==> src/rtl/rv_ctrl_pkg.sv <==
// Shared encodings for the RV32I multi-cycle controller: opcodes, FSM states,
// instruction classes and the datapath mux/trap encodings.
package rv_ctrl_pkg;

  localparam logic [6:0] OPC_BRANCH = 7'b1100011;
  localparam logic [6:0] OPC_R      = 7'b0110011;
  localparam logic [6:0] OPC_LOAD   = 7'b0000011;
  localparam logic [6:0] OPC_STORE  = 7'b0100011;
  localparam logic [6:0] OPC_I      = 7'b0010011;
  localparam logic [6:0] OPC_JAL    = 7'b1101111;
  localparam logic [6:0] OPC_JALR   = 7'b1100111;
  localparam logic [6:0] OPC_AUIPC  = 7'b0010111;
  localparam logic [6:0] OPC_LUI    = 7'b0110111;

  typedef enum logic [2:0] {
    ST_FETCH  = 3'd0,
    ST_DECODE = 3'd1,
    ST_EXEC   = 3'd2,
    ST_MEM    = 3'd3,
    ST_WB     = 3'd4,
    ST_TRAP   = 3'd7
  } state_t;

  typedef enum logic [3:0] {
    CL_NONE,
    CL_R,
    CL_I,
    CL_LOAD,
    CL_STORE,
    CL_BRANCH,
    CL_JAL,
    CL_JALR,
    CL_AUIPC,
    CL_LUI
  } class_t;

  localparam logic [1:0] PC_PLUS4  = 2'd0;
  localparam logic [1:0] PC_BRANCH = 2'd1;
  localparam logic [1:0] PC_JAL    = 2'd2;
  localparam logic [1:0] PC_JALR   = 2'd3;

  localparam logic [1:0] WB_ALU = 2'd0;
  localparam logic [1:0] WB_MEM = 2'd1;
  localparam logic [1:0] WB_PC4 = 2'd2;
  localparam logic [1:0] WB_IMM = 2'd3;

  localparam logic [1:0] ALU_ADD    = 2'b00;
  localparam logic [1:0] ALU_BRANCH = 2'b01;
  localparam logic [1:0] ALU_RTYPE  = 2'b10;
  localparam logic [1:0] ALU_ITYPE  = 2'b11;

  localparam logic [1:0] TC_NONE    = 2'd0;
  localparam logic [1:0] TC_ILLEGAL = 2'd1;
  localparam logic [1:0] TC_IMEM    = 2'd2;
  localparam logic [1:0] TC_DMEM    = 2'd3;

  function automatic logic is_mem_class(class_t c);
    return (c == CL_LOAD) || (c == CL_STORE);
  endfunction

endpackage

==> src/rtl/rv_multicycle_ctrl_if.sv <==
// Memory request handshake between the controller (master) and the
// instruction/data memory port (slave).
interface rv_multicycle_ctrl_if;
  logic imem_req;
  logic dmem_req;
  logic dmem_we;
  logic mem_ready;

  modport master (output imem_req, output dmem_req, output dmem_we, input mem_ready);
  modport slave  (input imem_req, input dmem_req, input dmem_we, output mem_ready);
endinterface

==> src/rtl/rv_ctrl_opdecode.sv <==
// Combinational opcode classifier; flags anything outside the supported RV32I
// subset as illegal.
module rv_ctrl_opdecode
  import rv_ctrl_pkg::*;
(
  input  logic [6:0] opcode,
  output class_t     op_class,
  output logic       illegal
);

  always_comb begin
    op_class = CL_NONE;
    illegal  = 1'b0;
    case (opcode)
      OPC_R:      op_class = CL_R;
      OPC_I:      op_class = CL_I;
      OPC_LOAD:   op_class = CL_LOAD;
      OPC_STORE:  op_class = CL_STORE;
      OPC_BRANCH: op_class = CL_BRANCH;
      OPC_JAL:    op_class = CL_JAL;
      OPC_JALR:   op_class = CL_JALR;
      OPC_AUIPC:  op_class = CL_AUIPC;
      OPC_LUI:    op_class = CL_LUI;
      default:    illegal  = 1'b1;
    endcase
  end

endmodule

==> src/rtl/rv_multicycle_ctrl.sv <==
// Multi-cycle sequencer for the RV32I datapath: FETCH/DECODE/EXEC/MEM/WB with a
// sticky TRAP for illegal opcodes and memory timeouts, plus an instret counter.
module rv_multicycle_ctrl
  import rv_ctrl_pkg::*;
#(
  parameter int unsigned MEM_TIMEOUT = 16,
  parameter int unsigned CNT_W       = 32
) (
  input  logic                 clk,
  input  logic                 rst_n,
  input  logic [6:0]           opcode,
  input  logic                 branch_taken,
  rv_multicycle_ctrl_if.master mem_if,
  output logic                 ir_we,
  output logic                 pc_we,
  output logic [1:0]           pc_src,
  output logic                 reg_we,
  output logic [1:0]           wb_sel,
  output logic                 alu_a_sel,
  output logic                 alu_b_sel,
  output logic [1:0]           alu_op,
  output logic [2:0]           state,
  output logic                 trap,
  output logic [1:0]           trap_cause,
  output logic [CNT_W-1:0]     instret
);

  localparam logic [7:0] WAIT_LAST = 8'(MEM_TIMEOUT - 1);

  state_t             state_q, state_d;
  class_t             class_q, class_d;
  logic [7:0]         wait_cnt_q, wait_cnt_d;
  logic               trap_q, trap_d;
  logic [1:0]         cause_q, cause_d;
  logic [CNT_W-1:0]   instret_q, instret_d;

  class_t             dec_class;
  logic               dec_illegal;
  logic               timed_out;

  logic               imem_req_c, dmem_req_c, dmem_we_c;
  logic               ir_we_c, pc_we_c, reg_we_c;
  logic [1:0]         pc_src_c, wb_sel_c, alu_op_c;
  logic               alu_a_c, alu_b_c;

  rv_ctrl_opdecode u_opdecode (
    .opcode   (opcode),
    .op_class (dec_class),
    .illegal  (dec_illegal)
  );

  assign timed_out = (wait_cnt_q == WAIT_LAST);

  always_comb begin
    state_d    = state_q;
    class_d    = class_q;
    trap_d     = trap_q;
    cause_d    = cause_q;
    imem_req_c = 1'b0;
    dmem_req_c = 1'b0;
    dmem_we_c  = 1'b0;
    ir_we_c    = 1'b0;
    pc_we_c    = 1'b0;
    reg_we_c   = 1'b0;
    pc_src_c   = PC_PLUS4;
    wb_sel_c   = WB_ALU;
    alu_op_c   = ALU_ADD;
    alu_a_c    = 1'b0;
    alu_b_c    = 1'b0;

    case (state_q)
      ST_FETCH: begin
        imem_req_c = 1'b1;
        if (mem_if.mem_ready) begin
          ir_we_c = 1'b1;
          state_d = ST_DECODE;
        end else if (timed_out) begin
          state_d = ST_TRAP;
          trap_d  = 1'b1;
          cause_d = TC_IMEM;
        end
      end

      ST_DECODE: begin
        class_d = dec_class;
        if (dec_illegal) begin
          state_d = ST_TRAP;
          trap_d  = 1'b1;
          cause_d = TC_ILLEGAL;
        end else begin
          state_d = ST_EXEC;
        end
      end

      ST_EXEC: begin
        case (class_q)
          CL_R:     alu_op_c = ALU_RTYPE;
          CL_I: begin
            alu_op_c = ALU_ITYPE;
            alu_b_c  = 1'b1;
          end
          CL_LOAD, CL_STORE: alu_b_c = 1'b1;
          CL_AUIPC: begin
            alu_a_c = 1'b1;
            alu_b_c = 1'b1;
          end
          CL_BRANCH: begin
            alu_op_c = ALU_BRANCH;
            pc_we_c  = 1'b1;
            pc_src_c = branch_taken ? PC_BRANCH : PC_PLUS4;
          end
          default: ;
        endcase
        if (class_q == CL_BRANCH)  state_d = ST_FETCH;
        else if (is_mem_class(class_q)) state_d = ST_MEM;
        else                       state_d = ST_WB;
      end

      ST_MEM: begin
        // Address operands stay on rs1 + imm for the whole access.
        dmem_req_c = 1'b1;
        dmem_we_c  = (class_q == CL_STORE);
        alu_b_c    = 1'b1;
        if (mem_if.mem_ready) begin
          if (class_q == CL_STORE) begin
            pc_we_c = 1'b1;
            state_d = ST_FETCH;
          end else begin
            state_d = ST_WB;
          end
        end else if (timed_out) begin
          state_d = ST_TRAP;
          trap_d  = 1'b1;
          cause_d = TC_DMEM;
        end
      end

      ST_WB: begin
        reg_we_c = 1'b1;
        pc_we_c  = 1'b1;
        case (class_q)
          CL_LOAD: wb_sel_c = WB_MEM;
          CL_JAL: begin
            wb_sel_c = WB_PC4;
            pc_src_c = PC_JAL;
          end
          CL_JALR: begin
            wb_sel_c = WB_PC4;
            pc_src_c = PC_JALR;
            alu_b_c  = 1'b1;
          end
          CL_LUI:  wb_sel_c = WB_IMM;
          default: ;
        endcase
        state_d = ST_FETCH;
      end

      ST_TRAP: ;

      default: state_d = ST_FETCH;
    endcase
  end

  // The wait counter restarts on every state change, which covers entry to FETCH and MEM.
  always_comb begin
    wait_cnt_d = '0;
    if ((state_d == state_q) && ((state_q == ST_FETCH) || (state_q == ST_MEM)))
      wait_cnt_d = wait_cnt_q + 8'd1;
  end

  always_comb begin
    instret_d = instret_q;
    if (pc_we_c)
      instret_d = instret_q + CNT_W'(1);
  end

  always_ff @(posedge clk) begin
    if (!rst_n) begin
      state_q    <= ST_FETCH;
      class_q    <= CL_NONE;
      wait_cnt_q <= '0;
      trap_q     <= 1'b0;
      cause_q    <= TC_NONE;
      instret_q  <= '0;
    end else begin
      state_q    <= state_d;
      class_q    <= class_d;
      wait_cnt_q <= wait_cnt_d;
      trap_q     <= trap_d;
      cause_q    <= cause_d;
      instret_q  <= instret_d;
    end
  end

  // Every output is held low combinationally while reset is asserted.
  always_comb begin
    mem_if.imem_req = rst_n & imem_req_c;
    mem_if.dmem_req = rst_n & dmem_req_c;
    mem_if.dmem_we  = rst_n & dmem_we_c;
    ir_we           = rst_n & ir_we_c;
    pc_we           = rst_n & pc_we_c;
    reg_we          = rst_n & reg_we_c;
    alu_a_sel       = rst_n & alu_a_c;
    alu_b_sel       = rst_n & alu_b_c;
    pc_src          = rst_n ? pc_src_c : '0;
    wb_sel          = rst_n ? wb_sel_c : '0;
    alu_op          = rst_n ? alu_op_c : '0;
    state           = rst_n ? state_q : '0;
    trap            = rst_n & trap_q;
    trap_cause      = rst_n ? cause_q : '0;
    instret         = rst_n ? instret_q : '0;
  end

endmodule
==> src/flat_wrapper.sv <==
// flat-port wrapper written by rule: the top's interface ports become plain ports
module rv_multicycle_ctrl_flat import rv_ctrl_pkg::*;
#(
  parameter int unsigned MEM_TIMEOUT = 16,
  parameter int unsigned CNT_W       = 32
)
  (clk, rst_n, opcode, branch_taken, ir_we, pc_we, pc_src, reg_we, wb_sel, alu_a_sel, alu_b_sel, alu_op, state, trap, trap_cause, instret, mem_if_imem_req, mem_if_dmem_req, mem_if_dmem_we, mem_if_mem_ready);
  rv_multicycle_ctrl_if mem_if_i ();
  input  logic clk;
  input  logic rst_n;
  input  logic [6:0] opcode;
  input  logic branch_taken;
  output logic ir_we;
  output logic pc_we;
  output logic [1:0] pc_src;
  output logic reg_we;
  output logic [1:0] wb_sel;
  output logic alu_a_sel;
  output logic alu_b_sel;
  output logic [1:0] alu_op;
  output logic [2:0] state;
  output logic trap;
  output logic [1:0] trap_cause;
  output logic [CNT_W-1:0] instret;
  output wire logic [$bits(mem_if_i.imem_req)-1:0] mem_if_imem_req;
  output wire logic [$bits(mem_if_i.dmem_req)-1:0] mem_if_dmem_req;
  output wire logic [$bits(mem_if_i.dmem_we)-1:0] mem_if_dmem_we;
  input wire logic [$bits(mem_if_i.mem_ready)-1:0] mem_if_mem_ready;
  assign mem_if_imem_req = mem_if_i.imem_req;
  assign mem_if_dmem_req = mem_if_i.dmem_req;
  assign mem_if_dmem_we = mem_if_i.dmem_we;
  assign mem_if_i.mem_ready = mem_if_mem_ready;
  rv_multicycle_ctrl #(.MEM_TIMEOUT(MEM_TIMEOUT), .CNT_W(CNT_W)) u_core (.clk(clk), .rst_n(rst_n), .opcode(opcode), .branch_taken(branch_taken), .mem_if(mem_if_i), .ir_we(ir_we), .pc_we(pc_we), .pc_src(pc_src), .reg_we(reg_we), .wb_sel(wb_sel), .alu_a_sel(alu_a_sel), .alu_b_sel(alu_b_sel), .alu_op(alu_op), .state(state), .trap(trap), .trap_cause(trap_cause), .instret(instret));
endmodule
==> config.mk <==
export PLATFORM = sky130hd
export DESIGN_NAME = rv_multicycle_ctrl_flat
export DESIGN_NICKNAME = d
export VERILOG_FILES = /design/src/rtl/rv_ctrl_pkg.sv /design/src/rtl/rv_multicycle_ctrl_if.sv /design/src/rtl/rv_ctrl_opdecode.sv /design/src/rtl/rv_multicycle_ctrl.sv /design/src/flat_wrapper.sv
export SDC_FILE = /design/constraint.sdc
export NUM_CORES = 1
export LEC_CHECK = 0
export ABC_AREA = 0
export ABC_CLOCK_PERIOD_IN_PS = 1830
export CORE_MARGIN = 2
export CORE_UTILIZATION = 46
export CTS_CLUSTER_DIAMETER = 80
export DETAILED_ROUTE_END_ITERATION = 12
export PLACE_DENSITY_LB_ADDON = 0.12
export SLEW_MARGIN = 20
export SYNTH_ARGS = -nofsm -noshare
export SYNTH_HDL_FRONTEND = slang
export SYNTH_HIERARCHICAL = 1
export SYNTH_SLANG_ARGS = --single-unit
==> constraint.sdc <==
create_clock -name clk -period 1.83 [get_ports clk]
set_clock_uncertainty 0.1 [all_clocks]
set_input_delay 0.366 -clock clk [delete_from_list [all_inputs] [get_ports clk]]
set_output_delay 0.366 -clock clk [all_outputs]
set_load 0.05 [all_outputs]
==> results of run 1 <==
-- cell type report --
type	count	area, µm²
antenna	1	2.502
clock buffer	6	72.57
clock inverter	1	7.507
fill	209	516.7
inverter	12	53.80
multi-input combinational	300	2424
sequential	50	1010
tap	77	96.34
timing repair buffer	177	2131
-- power groups by stage --
stage                     sequential [mW]  clock (mW)  combinational (mW)
after global placement               1.17           0               0.684
after global routing                 1.16       0.697               0.997
after CTS                            1.15       0.637               0.879
after floorplan                      1.16           0               0.411
after detailed placement             1.17           0               0.701
final                                1.15       0.669               0.966
-- per-layer routing --
layer  vias to the layer above  global-route usage (%)  wire, µm  part of all wire (%)
met2                       381                   55.12      6927                    47
met3                       111                   7.375      1474                    10
met4                         0                   12.12       930                   6.3
met1                      1897                   41.79      5412                    37
met5                         -                       0         0                     0
li1                       1685                       -         -                     -
-- worst paths after layout --
path | start | end | slack (ps) | cells past startpoint
worst min-delay path | u_core/trap_q | u_core/trap_q | 370 | 1
worst min register to register | u_core/trap_q | u_core/trap_q | 370 | 1
worst max register to register | u_core/class_q[0] | u_core/instret_q[21] | -410 | 9
worst max-delay path | u_core/state_q[0] | alu_op[1] | -420 | 6
-- through the flow --
stage | cells | power, mW
6_report | 624 | 2.789
5_1_grt | 624 | 2.850
4_1_cts | 620 | 2.662
3_5_place_dp | 588 | 1.869
3_3_place_gp | 588 | 1.850
2_1_floorplan | 384 | 1.570
-- repair_timing --
action | in CTS | in global routing
setup buffers | 26 | 6
setup endpoints to repair | 96 | 93
resized for setup | 82 | 57
pin swaps | 36 | 20
-- cell usage in the layout, fill, tap and decap left out, drive strengths merged, types with 11 or more instances in the layout --
cell / Yosys / layout
o21ai: 26 / 26
or3: 16 / 16
and2: 35 / 35
nand3: 16 / 16
inv: 11 / 11
nor2: 48 / 48
nand2: 24 / 24
a21oi: 25 / 25
buf: 9 / 167
dfxtp: 50 / 50
xor2: 13 / 13
-- flip-flops by register name (all words and copies together), names as in the netlist --
signal,count
u_core/instret_q,32
u_core/wait_cnt_q,8
u_core/class_q,4
u_core/state_q,3
u_core/cause_q,2
u_core/trap_q,1
-- worst register-to-register path, cell delays in order, from the launching register on --
cell and delay, ps:
dfxtp_2 380, buf_6 110, nand2b_4 50, a2111oi_4 420
buf_6 180, buf_8 130, o2111ai_4 150, buf_4 200
o21ai_0 280, a21oi_2 120
-- cell families after synthesis --
group           Yosys count  share of synthesized area (%)
buf+inv                  34                          4.786
xor+xnor                 19                          5.584
simple gates            188                          34.05
compound gates           83                          18.35
mux                       8                          2.813
fa+ha+maj                 2                         0.8395
flops                    50                          33.59
==> qor.yml, run 1 <==
critical_path:
  crit_chain: "buf_6 > nor2_4 > nand2_2 > or3_4 > nor3_4 > buf_12"
  cpPeakStageDelay_ps: 410
  crit_slowest_cell: "or3_4"
  critical-path-top-delay-family: "simple AND/OR/NAND/NOR gates"
  cp_max_fo: 4
  critPathLaunchType: "register"
  arrival_ps: 1780
  crit_type: "register to primary output"
  end_kind: "primary output"
  path_buf_inv: 2
  critPathRequiredTime_ps: 1360
synthesis:
  syn_inst: 384
  synth_warnings: 6
  async_flop_share_pct: 0
  syn-num-nets: 397
  synth_edf_count: 0
  synth_common_cells: "dfxtp_1 (50), nor2_1 (48), and2_1 (35), a21oi_1 (25), nand2_1 (24)"
  synth_area_leader_cell: "dfxtp_1"
  synth_flop_cell: "dfxtp_1"
  synth_area_um2: 2980
  yosys-top-cells-area: "dfxtp_1 (34%), and2_1 (7.3%), nor2_1 (6.0%), a21oi_1 (4.2%), xor2_1 (3.8%)"
  synth_top_area_share_pct: 33.59
  ys_seq_area_share_pct: 33.59
  ys_ff_latch: 50
  yosysMostFrequentCell: "dfxtp_1"
  syn_avg_cell_area_um2: 7.761
  synth_cell_type_count: 58
detailed_routing:
  vias: 4074
  firstDrtPassIters: 5
  drt_iter0_drc: 474
  avgRoutedWirePerCell_um: 23.63
  drc: 0
  via_per_inst: 6.529
  routed_wl_um: 14740
  drtAntennaViolNets: 0
floorplanning:
  die_y_um: 84.49
  core_um2: 6314
  floorplan.initialDensity_pct: 47.21
  die_width_um: 84.49
  io-pin-count: 63
  die_area_um2: 7139
  num_rows: 29
flow_run:
  maxCapViolations: 0
placed_design:
  hpwl_um: 6763
  post_dp_cell_area_um2: 4980
  gp_congestion: 0.8356
  portBuffers: 62
  place_ws_ps: -763.6
finish:
  final_area_um2: 5797
  synthToLayoutAreaGrowth_pct: 94.50
  final_util_pct: 91.82
  drive_gt1_share_pct: 51.47
  fin_nets: 559
power:
  swShare_pct: 34.08
  power_frac_seq_pct: 41.4
  p_clk_share_pct: 24.0
  ir_drop_mv: 0.3947
  combPwrFrac_pct: 34.6
  p_sw_uw: 950.6
  p_leak_nw: 2.206
  intPower_mw: 1.839
  powerDensity_nw_per_um2: 481.2
status:
  violations: "negative setup slack"
  outcome: "complete, but fails checks"
timing:
  hold_slack_ps: 373.6
  fmax_mhz: 444.6
  setup_slack_ps: -419.3
  drv_slew: 0
  setup_viol: 60
  worst_pin_slew_ps: 454.3
  max_slew_margin_pct: 69.71
  finalCritPeriodShare_pct: 122.9
  hold_violations: 0
  rsz0062_at_grt: "true"
  period_needed_ps: 2249
  timing.setup.tns_ps: -15200
global_routing:
  grt_first_pass_wirelength_um: 19240
  antenna_found_initial: 1
  first_global_vias: 3915
  grt_max_degree: 24
  overflow: 0
  grtUsageTotal_pct: 33.01
clock_tree:
  cts_inserted_buffers: 5
  path_clk_slew_ps: 100
  clockRootBuffer: "clkbuf_8"
  h-tree-depth: 2
  cts_tree: "built"
  clock_latency_ps: 310
  cts_hold_buffers: 0
  cts_sinks: 50
  cts_buffer_depth: 2
min_path:
  min_path_type: "register to register"
(Power assumes the default switching activity.)
==> run 2: changes to the inputs <==
--- a/config.mk
+++ b/config.mk
@@ -7,6 +7,7 @@
 export LEC_CHECK = 0
 export ABC_AREA = 0
 export ABC_CLOCK_PERIOD_IN_PS = 1830
+export CAP_MARGIN = 20
 export CORE_MARGIN = 2
 export CORE_UTILIZATION = 46
 export CTS_CLUSTER_DIAMETER = 80
==> results of run 2 <==
Same layout as run 1: the final DEF is identical, and so are final timing and power.
